## config.mk

```make
export PLATFORM = sky130hd
export DESIGN_NAME = rr_grant_sched
export DESIGN_NICKNAME = d
export VERILOG_FILES = /design/src/rtl/rr_grant_sched_pkg.sv /design/src/rtl/rr_grant_sched_onehot_dec16.sv /design/src/rtl/rr_grant_sched.sv
export SDC_FILE = /design/constraint.sdc
export NUM_CORES = 1
export LEC_CHECK = 0
export CAP_MARGIN = 20
export CORE_MARGIN = 2
export CORE_UTILIZATION = 52
export DETAILED_ROUTE_END_ITERATION = 7
export PLACE_DENSITY_LB_ADDON = 0.05
export RECOVER_POWER = 25
export SLEW_MARGIN = 0
export SYNTH_ARGS = -nofsm -noshare
export SYNTH_HDL_FRONTEND = slang
export SYNTH_SLANG_ARGS = --single-unit
export TNS_END_PERCENT = 5
```

## constraint.sdc

```tcl
create_clock -name i_clk -period 5 [get_ports i_clk]
set_input_delay 0.5 -clock i_clk [delete_from_list [all_inputs] [get_ports i_clk]]
set_output_delay 0.5 -clock i_clk [all_outputs]
set_load 0.02 [all_outputs]
```

## src/rtl/rr_grant_sched_pkg.sv

```systemverilog
// Shared types and sizes for the sixteen-way round-robin grant scheduler.
package rr_grant_sched_pkg;

  localparam int NREQ = 16;
  localparam int IDXW = 4;
  localparam int CNTW = 8;

  typedef enum logic [1:0] {
    IDLE  = 2'd0,
    GRANT = 2'd1,
    GAP   = 2'd2
  } state_t;

endpackage

```

## src/rtl/rr_grant_sched_onehot_dec16.sv

```systemverilog
// Combinational 4-to-16 one-hot decoder with enable; output is all zero when disabled.
module onehot_dec16
  import rr_grant_sched_pkg::*;
(
  input  logic [IDXW-1:0] i_idx,
  input  logic            i_en,
  output logic [NREQ-1:0] o_onehot
);

  always_comb begin
    o_onehot = '0;
    if (i_en) begin
      o_onehot[i_idx] = 1'b1;
    end
  end

endmodule

```

## src/rtl/rr_grant_sched.sv

```systemverilog
// Sixteen-way round-robin grant scheduler with a mandatory dead cycle between owners.
// Optional per-owner hold limit is compiled in with RR_SCHED_HOLD_LIMIT_EN.
module rr_grant_sched
  import rr_grant_sched_pkg::*;
#(
  parameter int HOLD_MAX = 16
) (
  input  logic            i_clk,
  input  logic            i_rst,
  input  logic [NREQ-1:0] i_req,
  input  logic            i_rel,
  output logic [NREQ-1:0] o_gnt,
  output logic [IDXW-1:0] o_gnt_idx,
  output logic            o_gnt_vld
);

  state_t          r_state;
  state_t          w_next_state;
  logic [IDXW-1:0] r_ptr;
  logic [IDXW-1:0] r_gnt_idx;
  logic [CNTW-1:0] r_hold_cnt;
  logic            w_found;
  logic [IDXW-1:0] w_win;
  logic            w_load;
  logic            w_hold_hit;
  logic            w_grant_end;

  // Search starts one past the last owner, so the last owner has lowest priority.
  function automatic logic [IDXW:0] rrSearch(input logic [NREQ-1:0] req,
                                             input logic [IDXW-1:0] ptr);
    logic            found;
    logic [IDXW-1:0] idx;
    logic [IDXW-1:0] cand;
    found = 1'b0;
    idx   = '0;
    for (int k = 1; k <= NREQ; k++) begin
      cand = ptr + k[IDXW-1:0];
      if (!found && req[cand]) begin
        found = 1'b1;
        idx   = cand;
      end
    end
    return {found, idx};
  endfunction

  assign {w_found, w_win} = rrSearch(i_req, r_ptr);

`ifdef RR_SCHED_HOLD_LIMIT_EN
  assign w_hold_hit = (r_hold_cnt == CNTW'(HOLD_MAX - 1));
`else
  logic w_unused_hold;
  assign w_unused_hold = ^{r_hold_cnt, CNTW'(HOLD_MAX)};
  assign w_hold_hit    = 1'b0;
`endif

  assign w_grant_end = i_rel | ~i_req[r_gnt_idx] | w_hold_hit;

  always_comb begin
    w_next_state = r_state;
    w_load       = 1'b0;
    case (r_state)
      IDLE, GAP: begin
        if (w_found) begin
          w_next_state = GRANT;
          w_load       = 1'b1;
        end else begin
          w_next_state = IDLE;
        end
      end
      GRANT: begin
        if (w_grant_end) begin
          w_next_state = GAP;
        end
      end
      default: w_next_state = IDLE;
    endcase
  end

  always_ff @(posedge i_clk) begin
    if (i_rst) begin
      r_state    <= IDLE;
      r_ptr      <= '1;
      r_gnt_idx  <= '0;
      r_hold_cnt <= '0;
    end else begin
      r_state <= w_next_state;
      if (w_load) begin
        r_ptr      <= w_win;
        r_gnt_idx  <= w_win;
        r_hold_cnt <= '0;
      end else if (r_state == GRANT && r_hold_cnt != '1) begin
        r_hold_cnt <= r_hold_cnt + 1'b1;
      end
    end
  end

  assign o_gnt_vld = (r_state == GRANT);
  assign o_gnt_idx = r_gnt_idx;

  onehot_dec16 u_dec (
    .i_idx    (r_gnt_idx),
    .i_en     (o_gnt_vld),
    .o_onehot (o_gnt)
  );

endmodule

```

==> out/metrics.cfg, run 1 <==
[setup_path]
path_cells=inv_2, ha_1, buf_4, mux4_2, mux4_2, or4b_1, or3_1, o221ai_1, a31oi_1, or3_1, a21oi_2
required_ns=5.17
cp-endpoint=o_gnt_idx[0]
end_kind=register
timing.rr.end=o_gnt_idx[0]
cp.arrival_ns=4.62
cp-start-kind=register
crit_family=simple AND/OR/NAND/NOR gates
critPathSlowestCell=or4b_1
r2r-start=r_ptr[0]
crit_buf_inv=2
startpoint=r_ptr[0]
path_class=reg2reg
cp.depth=11
worst_r2r_path_depth=11
reg2reg_slack_ns=0.54
cpPeakStageDelay_ns=0.66
cp_max_fo=14

[sta]
worstMarginPinSlew_ns=0.652
max_freq_mhz=224
hold_viol_final=0
grt_setup_unrepaired=no
relSlewSlack_pct=55.3
setup_tns_ns=0
finalClockSkew_ns=0.00499
timing.final.crit_period_ns=4.46
setup_violations=0
setup_ws_ns=0.544
slew_viol_final=0
period_share_pct=89.1

[route]
wirelength_mm=9.26
route.layer.met1.wl_mm=3.85
wl_per_cell_um=20.8
drc_errors=0
vias=3090
wl_met3_um=845
detail_route.iter0.violations=376
drt_first_pass_iters=5
maxUsedRoutingLayer=met4
wl_met2_mm=4.44
avgViaCountPerCell=6.94
drtAntennaViolNets=0

[grt]
grt_pass1_wl_mm=15.4
antenna_found_initial=0
grt_overflow=0
grt_use_total_pct=31.3
grt_max_degree=30
grt_pass1_vias=2999

[placed_design]
preCtsSetupSlack_ns=0.553
dpl_cell_area_um2=3380
dp_hpwl_mm=7.02
io_buffers=39
place.gp.congestion=1.03

[finish]
fin_nets=401
fin_util_pct=62.8
fin_area_um2=3440
antenna_cells=0
syn_to_final_growth_pct=17.9
drive_gt1_share_pct=20.6

[synthesis]
synth-seq-cells=10
synth-edff-count=0
synth_nets=366
synthCells=339
async_reset_ff_share_pct=0
synth_area_per_cell_um2=8.60
netlist_area_um2=2920
synthFlopType=dfxtp_1
synth_cell_types=55
synth_seq_area_share_pct=6.87
ys.warnings.count=0

[cts]
clkTransAtPathRegs_ns=0.05
clockRootBuffer=clkbuf_8
htreeDepth=1
cts-resized-gates=0
numCtsBuffers=3
cts_tree=done
hold_buffers=0
cts.sinks=10
cts.path.max_buffers=2
post_cts_buffers=0
insertion_delay_ns=0.23

[floorplan]
start_util_pct=53.3
rows=27
die_area_um2=6220
die_h_um=78.9
core_um2=5470
ios=40
die_w_um=78.9

[outcome]
outcome=finished, final reports clean

[hold_path]
min_delay_path_depth=2
hold_class=reg2reg

[run]
cap_violations=0

==> worst min-delay path by stage <==
stage | from | to | slack (ns)
6_report | o_gnt_idx[3] | o_gnt_idx[3] | 0.60
5_1_grt | o_gnt_idx[3] | o_gnt_idx[3] | 0.68
4_1_cts | o_gnt_idx[3] | o_gnt_idx[3] | 0.61
3_5_place_dp | o_gnt_idx[3] | o_gnt_idx[3] | 0.60
3_3_place_gp | o_gnt_idx[3] | o_gnt_idx[3] | 0.61
2_1_floorplan | r_state[0] | r_ptr[2] | 0.57
==> through the flow <==
| step | hold slack [ns] | instances |
|---|---|---|
| after detailed placement | 0.597 | 441 |
| final | 0.601 | 445 |
| after CTS | 0.608 | 445 |
| after floorplan | 0.567 | 339 |
| after global placement | 0.606 | 441 |
| after global routing | 0.680 | 445 |
==> cells in the mapped netlist (10+ instances only) <==
library cell	n	area share, %
mux2i_1	26	8.9
mux4_2	35	27
dfxtp_1	10	6.9
o21ai_0	13	2.2
nor3_1	10	1.7
inv_1	13	1.7
a21oi_1	25	4.3
nor2_1	34	4.4
clkbuf_1	10	1.3
nand2_1	25	3.2
mux2_2	19	7.3
==> final cells by class <==
class / count / area, um2
flip-flops and latches: 10 / 200
multi-input cells: 292 / 2550
well taps: 72 / 90.1
fillers: 495 / 2030
clock buffers: 4 / 55.1
repair buffers: 52 / 488
inverters: 15 / 56.3
==> tightest hold or removal path, cell delays in order, from the launching register on <==
cell and delay, ns:
dfxtp_1 0.40, nand2_1 0.09, a21oi_1 0.06
==> kinds of logic (layout without fill, tap and decap cells) <==
logic type / Yosys count / after routing / share of synthesized area, %
simple gates: 108 / 108 / 18.4
compound gates: 85 / 85 / 19.0
mux: 80 / 80 / 43.3
buf+inv: 37 / 71 / 5.71
xor+xnor: 11 / 11 / 3.30
flops: 10 / 10 / 6.87
fa+ha+maj: 8 / 8 / 3.43
==> state kept, by name, summed over array words and instances, names as in the netlist <==
name       count
o_gnt_idx      4
r_ptr          4
r_state        2
==> cell usage in the layout (no fill, tap or decap), types with 3 or more instances in the layout <==
cell	count
clkbuf_8	4
o221ai_1	3
o21ai_0	13
a21oi_1	25
inv_1	13
mux2_2	19
nand3b_1	3
xnor2_1	9
dlygate4sd3_1	7
clkdlybuf4s50_1	32
dfxtp_1	10
a31oi_1	9
mux4_2	35
nand3_1	6
mux2i_1	26
buf_4	13
nand2_1	25
nand2b_1	6
or3_1	8
and3_1	3
a211o_1	3
o21bai_1	4
a211oi_1	4
ha_1	8
nor3_1	10
nor2_1	34
==> layer usage <==
metal | GRT usage, % | up-vias
met3 | 4.77 | 14
met2 | 53.4 | 195
met5 | 0 | -
met1 | 42.3 | 1486
met4 | 6.55 | 0
li1 | - | 1395
Power of run 1 is not shown: default switching activity piles up to over one toggle a cycle in this logic, so the estimate is an artifact.
==> inputs of run 2 (changes only) <==
--- a/config.mk
+++ b/config.mk
@@ -9,6 +9,7 @@
 export CORE_MARGIN = 2
 export CORE_UTILIZATION = 52
 export DETAILED_ROUTE_END_ITERATION = 7
+export HOLD_SLACK_MARGIN = 0.15
 export PLACE_DENSITY_LB_ADDON = 0.05
 export RECOVER_POWER = 25
 export SLEW_MARGIN = 0
==> results of run 2 <==
The final DEF is identical to that of run 1; final timing and power are the same.
Power of run 2 is left out for the same reason.
==> variant: new RTL, settings of run 2 <==
`IDXW`: 4 -> 5.
--- a/src/rtl/rr_grant_sched_pkg.sv
+++ b/src/rtl/rr_grant_sched_pkg.sv
@@ -2,7 +2,7 @@
 package rr_grant_sched_pkg;
 
   localparam int NREQ = 16;
-  localparam int IDXW = 4;
+  localparam int IDXW = 5;
   localparam int CNTW = 8;
 
   typedef enum logic [1:0] {
Interface: changed (resized o_gnt_idx); port bits go from 40 to 41. The function was not compared with the original's and may differ.
==> variant against run 2 <==
Wire length rose by 28%. Clock skew fell by 0.0013 ns. Utilization fell by 1.9 points. First-iteration DRC count fell by 4.3%. Final area rose by 19%. Setup slack improved by 0.077 ns. Synthesized area rose by 22%. Via count rose by 21%. Sequential cell count rose by 2. Sequential share of layout area barely moved. Critical path type unchanged. Critical endpoint is now o_gnt_idx[4].
Power is left out: the tool's default activity adds up to more than one toggle a clock period on the data nets, which glitch-free logic cannot reach.
==> variant: results (changes against run 2) <==
<table>
<tr><th>Metric</th><th>Value</th></tr>
<tr><th colspan="2">Run status</th></tr>
<tr><td>Status</td><td>complete, no violations (unchanged)</td></tr>
<tr><th colspan="2">Clock network</th></tr>
<tr><td>Clock latency on the worst-skew pair</td><td>0.25 ns (was 0.23 ns)</td></tr>
<tr><th colspan="2">Finish</th></tr>
<tr><td>Count of fill cells added during filler insertion</td><td>592 (was 495)</td></tr>
<tr><td>Nets@finish</td><td>490 (was 401)</td></tr>
<tr><th colspan="2">Global routing</th></tr>
<tr><td>GR Layer Usage met1</td><td>47.1% (was 42.3%)</td></tr>
<tr><td>Maximum number of pins on one net before global-route repair</td><td>25 (was 30)</td></tr>
<tr><td>Gr usage total</td><td>32.8% (was 31.3%)</td></tr>
<tr><th colspan="2">Route</th></tr>
<tr><td>Final routed wire length divided by cell count</td><td>22.1 um (was 20.8 um)</td></tr>
<tr><td>Routed met3 length</td><td>816 um (was 845 um)</td></tr>
<tr><td>Number of vias after detailed routing</td><td>3,725 (was 3,090)</td></tr>
<tr><td>Starting DRT DRC Count</td><td>360 (was 376)</td></tr>
<tr><td>Post-Route M1 WL</td><td>5270 um (was 3850 um)</td></tr>
<tr><td>Routed via count divided by cell count</td><td>6.94 (about the same)</td></tr>
<tr><td>Met2 wirelength from detailed routing</td><td>5430 um (was 4440 um)</td></tr>
<tr><th colspan="2">Timing</th></tr>
<tr><td>Worst hold margin</td><td>0.526 ns (was 0.601 ns)</td></tr>
<tr><td>Fin Clk Skew</td><td>0.00371 ns (was 0.00499 ns)</td></tr>
<tr><th colspan="2">Place</th></tr>
<tr><td>Number of cells in the design after placement</td><td>533 (was 441)</td></tr>
<tr><td>Post-detail-place hpwl</td><td>9110 um (was 7020 um)</td></tr>
<tr><td>Placed Area</td><td>4040 um2 (was 3380 um2)</td></tr>
<tr><td>Pre-CTS setup slack</td><td>0.682 ns (was 0.553 ns)</td></tr>
<tr><th colspan="2">Critical path</th></tr>
<tr><td>Arrival time of the worst setup path</td><td>4.54 ns (was 4.62 ns)</td></tr>
<tr><td>Worst-path maximum fanout</td><td>15 (was 14)</td></tr>
<tr><td>Minimum setup slack among reg-to-reg paths</td><td>0.62 ns (was 0.54 ns)</td></tr>
<tr><td>Cell with the largest stage delay on the worst path</td><td>ha_1 (was or4b_1)</td></tr>
<tr><th colspan="2">Logic synthesis</th></tr>
<tr><td>Most area-consuming cells after synthesis</td><td>mux4_2, dfxtp_1, mux2i_1 (was mux4_2, mux2i_1, mux2_2)</td></tr>
<tr><td>Count of unique library cells instantiated by Yosys</td><td>80 (was 55)</td></tr>
<tr><td>Synth cell count leaders</td><td>nand2_1, nor2_1, a21oi_1 (was mux4_2, nor2_1, mux2i_1)</td></tr>
<tr><td>Synth Net Count</td><td>451 (was 366)</td></tr>
<tr><th colspan="2">Min path</th></tr>
<tr><td>Terminating pin of the worst hold path</td><td>o_gnt_idx[4] (was o_gnt_idx[3])</td></tr>
</table>
variant: how the worst max path moves through the flow:
stage,slack [ns],end,cells after the start
floorplan,0.60,o_gnt_idx[2],12
global placement,0.76,o_gnt_idx[4],9
detailed placement,0.68,o_gnt_idx[4],12
CTS,0.65,o_gnt_idx[4],12
global route,0.33,o_gnt_idx[4],12
finish,0.62,o_gnt_idx[4],12
variant: area by class of cell:
class | instances | area [um2] | area share [%]
inverters | 19 | 71.3 | 1.74
clock buffers | 4 | 55.1 | 1.34
multi-input cells | 365 | 3100 | 75.7
well taps | 80 | 100 | 2.44
flip-flops and latches | 12 | 240 | 5.86
repair buffers | 57 | 528 | 12.9
variant: logic make-up after synthesis:
group | Yosys count | synth area share, %
buf+inv | 42 | 6.38
mux | 78 | 34.4
fa+ha+maj | 13 | 4.56
compound gates | 118 | 23.7
simple gates | 140 | 20.1
xor+xnor | 16 | 4.14
flops | 12 | 6.73
